### config.mk
export PLATFORM = sky130hd
export DESIGN_NAME = viterbi_bmu_param
export DESIGN_NICKNAME = d
export VERILOG_FILES = /design/src/rtl/viterbi_bmu_param.sv
export SDC_FILE = /design/constraint.sdc
export NUM_CORES = 1
export LEC_CHECK = 0
export CAP_MARGIN = 20
export CORE_MARGIN = 2
export CORE_UTILIZATION = 49
export DETAILED_ROUTE_END_ITERATION = 12
export PLACE_DENSITY = 0.8
export SLEW_MARGIN = 20
export SYNTH_ARGS = -nofsm -noshare
export SYNTH_HDL_FRONTEND = slang
export SYNTH_SLANG_ARGS = --single-unit
export TNS_END_PERCENT = 30
### constraint.sdc
create_clock -name clk -period 4.85 [get_ports clk]
set_input_delay 0.485 -clock clk [delete_from_list [all_inputs] [get_ports clk]]
set_output_delay 0.485 -clock clk [all_outputs]
set_load 0.005 [all_outputs]
### src/rtl/viterbi_bmu_param.sv
// Branch-metric unit for a rate-1/2 convolutional Viterbi decoder: one metric per trellis branch.
// Latency 1 cycle from input transfer to out_valid; full throughput while out_ready stays high.
// Backpressure: the output bundle holds until out_ready; in_ready drops while it is stalled or on refresh.
//
// Ports:
//   clk, rst (async, active-high), refresh (sync frame restart)
//   in_valid / in_ready / in_sym    : received code pair ({c0,c1} hard, {r0,r1} soft)
//   out_valid / out_ready           : output bundle handshake
//   out_bm                          : branch j = {state, bit} metric at [j*BMW +: BMW]
//   out_reach                       : bit s set when state s is reachable at this symbol
//   out_first / out_last            : symbol 0 / symbol FRAME_LEN-1 of a frame
// Build option: define VITERBI_BMU_SOFT_EN for soft-decision input (IW = 2*SOFT_W, BMW = SOFT_W+1).
module viterbi_bmu_param #(
   parameter int             K         = 3,
   parameter logic [K-1:0]   G0        = 3'b111,
   parameter logic [K-1:0]   G1        = 3'b101,
   parameter int             FRAME_LEN = 16,
   parameter int             SOFT_W    = 3,
   localparam int            NS        = 1 << (K - 1),
   localparam int            NB        = 1 << K,
`ifdef VITERBI_BMU_SOFT_EN
   localparam int            IW        = 2 * SOFT_W,
   localparam int            BMW       = SOFT_W + 1,
`else
   localparam int            IW        = 2,
   localparam int            BMW       = 2,
`endif
   localparam int            CW        = (FRAME_LEN > 1) ? $clog2(FRAME_LEN) : 1
) (
   input  logic              clk,
   input  logic              rst,
   input  logic              refresh,
   input  logic              in_valid,
   output logic              in_ready,
   input  logic [IW-1:0]     in_sym,
   output logic              out_valid,
   input  logic              out_ready,
   output logic [NB*BMW-1:0] out_bm,
   output logic [NS-1:0]     out_reach,
   output logic              out_first,
   output logic              out_last
);

   logic              xfer;
   logic [CW-1:0]     sym_cnt;
   logic [NB*BMW-1:0] bm_next;
   logic [NS-1:0]     reach_next;
   logic              cnt_is_last;

   assign in_ready    = !refresh && (!out_valid || out_ready);
   assign xfer        = in_valid && in_ready;
   assign cnt_is_last = (sym_cnt == CW'(FRAME_LEN - 1));

   // Branch metrics. Branch index j = {s, b}; the encoder register for that branch
   // is {b, s}, i.e. the input bit enters at the top (newest) position.
   always_comb begin
      logic [K-1:0] jv;
      logic [K-1:0] r;
      logic         e0;
      logic         e1;
`ifdef VITERBI_BMU_SOFT_EN
      logic [SOFT_W-1:0] r0;
      logic [SOFT_W-1:0] r1;
      logic [SOFT_W-1:0] d0;
      logic [SOFT_W-1:0] d1;
`else
      logic c0;
      logic c1;
`endif
      bm_next = '0;
      jv      = '0;
      r       = '0;
      e0      = 1'b0;
      e1      = 1'b0;
`ifdef VITERBI_BMU_SOFT_EN
      r0 = in_sym[IW-1:SOFT_W];
      r1 = in_sym[SOFT_W-1:0];
      d0 = '0;
      d1 = '0;
`else
      c0 = in_sym[1];
      c1 = in_sym[0];
`endif
      for (int j = 0; j < NB; j++) begin
         jv = K'(j);
         r  = {jv[0], jv[K-1:1]};
         e0 = ^(r & G0);
         e1 = ^(r & G1);
`ifdef VITERBI_BMU_SOFT_EN
         // Distance to M = 2^SOFT_W-1 is M - r, which for an all-ones M is just ~r.
         d0 = e0 ? ~r0 : r0;
         d1 = e1 ? ~r1 : r1;
         bm_next[j*BMW +: BMW] = BMW'(d0) + BMW'(d1);
`else
         bm_next[j*BMW +: BMW] = BMW'(c0 ^ e0) + BMW'(c1 ^ e1);
`endif
      end
   end

   // Warm-up mask: starting from state 0, after t symbols only states whose
   // low K-1-t bits are zero can have been reached.
   always_comb begin
      reach_next = '0;
      for (int s = 0; s < NS; s++) begin
         if (int'(sym_cnt) >= K - 1) begin
            reach_next[s] = 1'b1;
         end else begin
            reach_next[s] = ((s & ((1 << (K - 1 - int'(sym_cnt))) - 1)) == 0);
         end
      end
   end

   always_ff @(posedge clk or posedge rst) begin
      if (rst) begin
         out_valid <= 1'b0;
         out_bm    <= '0;
         out_reach <= '0;
         out_first <= 1'b0;
         out_last  <= 1'b0;
         sym_cnt   <= '0;
      end else if (refresh) begin
         // Drops any pending bundle and restarts the frame.
         out_valid <= 1'b0;
         out_bm    <= '0;
         out_reach <= '0;
         out_first <= 1'b0;
         out_last  <= 1'b0;
         sym_cnt   <= '0;
      end else if (xfer) begin
         out_valid <= 1'b1;
         out_bm    <= bm_next;
         out_reach <= reach_next;
         out_first <= (sym_cnt == '0);
         out_last  <= cnt_is_last;
         sym_cnt   <= cnt_is_last ? '0 : sym_cnt + CW'(1);
      end else if (out_ready) begin
         out_valid <= 1'b0;
      end
   end

endmodule

==> summary.md <==
| Metric | Value |
|---|---|
| CP Launch Type | input port |
| Net Sw Power | 0.00008624 W |
| Leakage power figure | about 0.52 nW |
| Cell count after synthesis | approximately 110 |
| Count of cell types in the netlist | 26 |
| Finish-stage setup viols | 0 |
| Post-synth design cell area | ~990 um^2 |
| Max transition margin | 0.5782 |
| Startpoint of the lowest-slack register-to-register path | sym_cnt[0] |
| Starting density of the core | 0.5110 |
| Transition time at the pin with the least slew margin | 0.6307 ns |
| Average vias per placed instance | between 5 and 6 |
| Endpoint of the lowest-slack register-to-register path | out_reach[2] |
| Post-Route Skew | between 0.009 and 0.01 ns |
| Cell count of the worst reg-to-reg path | 6 |
| Final min period | 2.429 ns |
| Count of fill cells added during filler insertion | 170 |
| Clock H-tree levels | 1 |
| Maximum vdd ir drop | 0.0002111 V |
| Switching Fraction | 0.2836 |
| Number of antenna cells inserted | 0 |
| Count of hold buffers inserted by post-cts repair | 0 |
| Quantity of gates resized following cts | 0 |
| 1st-iter DRT viols | 37 |
| Vias after detailed routing | about 800 |
| Share of layout cells above drive strength 1 | 0.06349 |
| Required time at the worst-slack endpoint | approximately 4.4 ns |
| Sinks on the clock net | 17 |
| Count of unresolved DRC violations after routing | 0 |
| Antenna violations before repair | 0 |
| Number of synthesized register bits | 17 |
| Top cell type by total area after synthesis | dfrtp_1 |
| Final non-filler cell area | roughly 0.0013 mm^2 |
| Unrepaired setup endpoints after global routing | false |
| Critical path fanouts, max | 19 |
| Setup TNS | 0 ns |
| Hold crit path type | reg2reg |
| Estimated wirelength of the detail-placed design | approximately 1400 um |
| Clock tree from TritonCTS | done |
| CTS root buffer | clkbuf_4 |
| Sequential Power Share | 0.515 |
| Share of synthesized area occupied by flip-flops and latches | 0.4288 |
| Nets@finish | between 100 and 150 |
| Total clock buffers created by CTS | 3 |
| Later-pin clock latency in the skew report | roughly 0.3 ns |
| Drt wl/cell | 12.86 um |
| Pin count of the biggest net entering global routing | 20 |
| Final estimated routing congestion in global placement | 0.8656 |
| Maximum frequency from static timing analysis | 411.7 MHz |
| Part of the total power dissipated in the clock network | 0.262 |
| Placed cell area | approximately 0.0012 mm^2 |
| Setup slack, reg-to-reg | slightly below 3 ns |
| Power density over the cells | about 240 mW/mm^2 |
| Portion of synthesized cell area occupied by the leading cell type | 0.4288 |
| Path type of the worst setup path | in2out |
| Warnings from Yosys | 0 |
| Cells on Worst Hold Path | 2 |
| Hold path start | out_reach[0] |
| Status | complete, no violations |
| FFs w/ async S/R, synth | 1.000 |
| Post-Syn Nets | ~120 |
| Count of endpoints failing hold in the final timing report | 0 |
| Routed wire length | a little under 2000 um |
| Max Transition Viols Final | 0 |
| Average cell area after synthesis | around 9.2 um^2 |
| Sort of element at the end of the critical path | output pin |
| Die ar. | approximately 0.0024 mm^2 |
| First-pass GRT wire length | roughly 3500 um |
| Routed Antenna Nets | 0 |
| GRT Resource Usage Total | 0.1860 |
| Global route total overflow | 0 |
| Floorplan row count | 16 |
| Share of the clock period used by the worst path after layout | 0.5008 |
| Die width | about 49 um |
| Most common flop cell mapped by yosys | dfrtp_1 |
| Clock-pin slew of the registers on the worst-case setup and hold paths | roughly 0.11 ns |
| Post-synthesis to final-layout area growth | 26.86% |
| End-of-flow core utilization | 0.6482 |
| Number of enable-type register cells in the synthesized netlist | 0 |
| # Max-Cap Violations | 0 |
| Sequential cell area | around 430 um^2 |
| Critical Path AT | around 1.9 ns |
| Most numerous cell types in the synthesized netlist | 17 x a21oi_1, 17 x dfrtp_1, 10 x buf_4 |
| Synth area leaders | dfrtp_1 43%, ha_1 10%, a21oi_1 8.6% |
| Maximum count of clock buffers along a single path | 2 |
| Core Box Area | 0.001942 mm^2 |
| Post-CTS Setup Bufs | 0 |
| Multi-input gate area in the final layout | 431.7 um^2 |
| TritonRoute pass-1 iters | 4 |
| Power share of the combinational group | 0.223 |
| Number of buffers inserted by port buffering | 30 |
| Die height | 49 um |
| Hold path endpoint | out_reach[0] |
| Internal power consumption | between 0.0002 and 0.00025 W |
| Number of top-level design ports | 31 |
| Via count of the first global-routing pass | about 810 |
## cell families after synthesis
kind of cell             Yosys count  share of synthesized area
buffers and inverters             25                     0.1362
AND/OR/NAND/NOR                   24                     0.1299
adder cells (fa/ha/maj)            8                     0.1009
flip-flops                        17                     0.4288
AO/OA/AOI/OAI                     34                     0.2043
## layout make-up
| cell class | instances | area share |
|---|---|---|
| Timing Repair Buffer | 31 | 0.2445 |
| Multi-Input combinational cell | 66 | 0.3429 |
| Tap cell | 27 | 0.02684 |
| Clock inverter | 1 | 0.005964 |
| Sequential cell | 17 | 0.3380 |
| Inverter | 8 | 0.02386 |
| Clock buffer | 3 | 0.01789 |
## stage by stage
stage	hold WS (ns)	total power (W)	cells	setup slack, ns
floorplan	0.4111	0.0001979	108	3.154
global placement	0.4974	0.0002259	149	2.454
detailed placement	0.5034	0.0002278	149	2.425
CTS	0.5272	0.0003052	153	2.429
global route	0.5859	0.0003183	153	2.314
finish	0.5254	0.0003040	153	2.421
## cells in the final DEF, fill, tap and decap left out
cell / netlist / final
nand4_1: 2 / 2
a311oi_1: 3 / 3
a21oi_1: 17 / 17
nor4b_2: 1 / 1
clkinvlp_4: 0 / 1
nor2_1: 5 / 5
or3_1: 1 / 1
nand2b_1: 1 / 1
ha_1: 8 / 8
a31o_1: 1 / 1
clkdlybuf4s50_1: 0 / 30
nand3_1: 8 / 8
inv_1: 7 / 7
buf_4: 10 / 1
o21ai_0: 1 / 1
o31ai_1: 1 / 1
or4_1: 1 / 1
a2111oi_2: 1 / 1
a211oi_1: 2 / 2
dfrtp_1: 17 / 17
clkbuf_4: 0 / 3
inv_2: 1 / 1
nor2b_1: 1 / 1
nand2_1: 3 / 3
nor3_1: 1 / 1
o21ai_1: 8 / 8
## per-layer routing
metal / GRT usage / part of all wire
met4: 0.1048 / 0.020
met1: 0.2280 / 0.43
met5: 0 / 0
met3: 0.03681 / 0.052
met2: 0.3059 / 0.49
## registers in the layout, indices dropped and copies added, names as in the netlist
name / flops
out_bm: 6
out_reach: 4
sym_cnt: 4
out_first: 1
out_last: 1
out_valid: 1
## worst max-delay path, cell delays in order
cell	delay, ns
clkdlybuf4s50_1	0.72
nor2_1	0.22
clkdlybuf4s50_1	0.52
## power by group through the flow
stage	sequential, W	combinational, W	clock [W]
2_1_floorplan	0.000159	0.0000388	0
3_3_place_gp	0.000159	0.0000669	0
3_5_place_dp	0.000160	0.0000683	0
4_1_cts	0.000157	0.0000685	0.0000800
5_1_grt	0.000158	0.0000756	0.0000846
6_report	0.000157	0.0000678	0.0000798
## how the worst max path moves through the flow
stage                     from           end  slack, ns  cells past startpoint
CTS                    refresh      in_ready       2.43                      3
global placement       refresh      in_ready       2.45                      3
global route           refresh      in_ready       2.31                      3
detailed placement     refresh      in_ready       2.42                      3
floorplan           sym_cnt[0]  out_reach[3]       3.15                      7
finish                 refresh      in_ready       2.42                      3
Note: power is estimated with default switching activity, not from simulation.
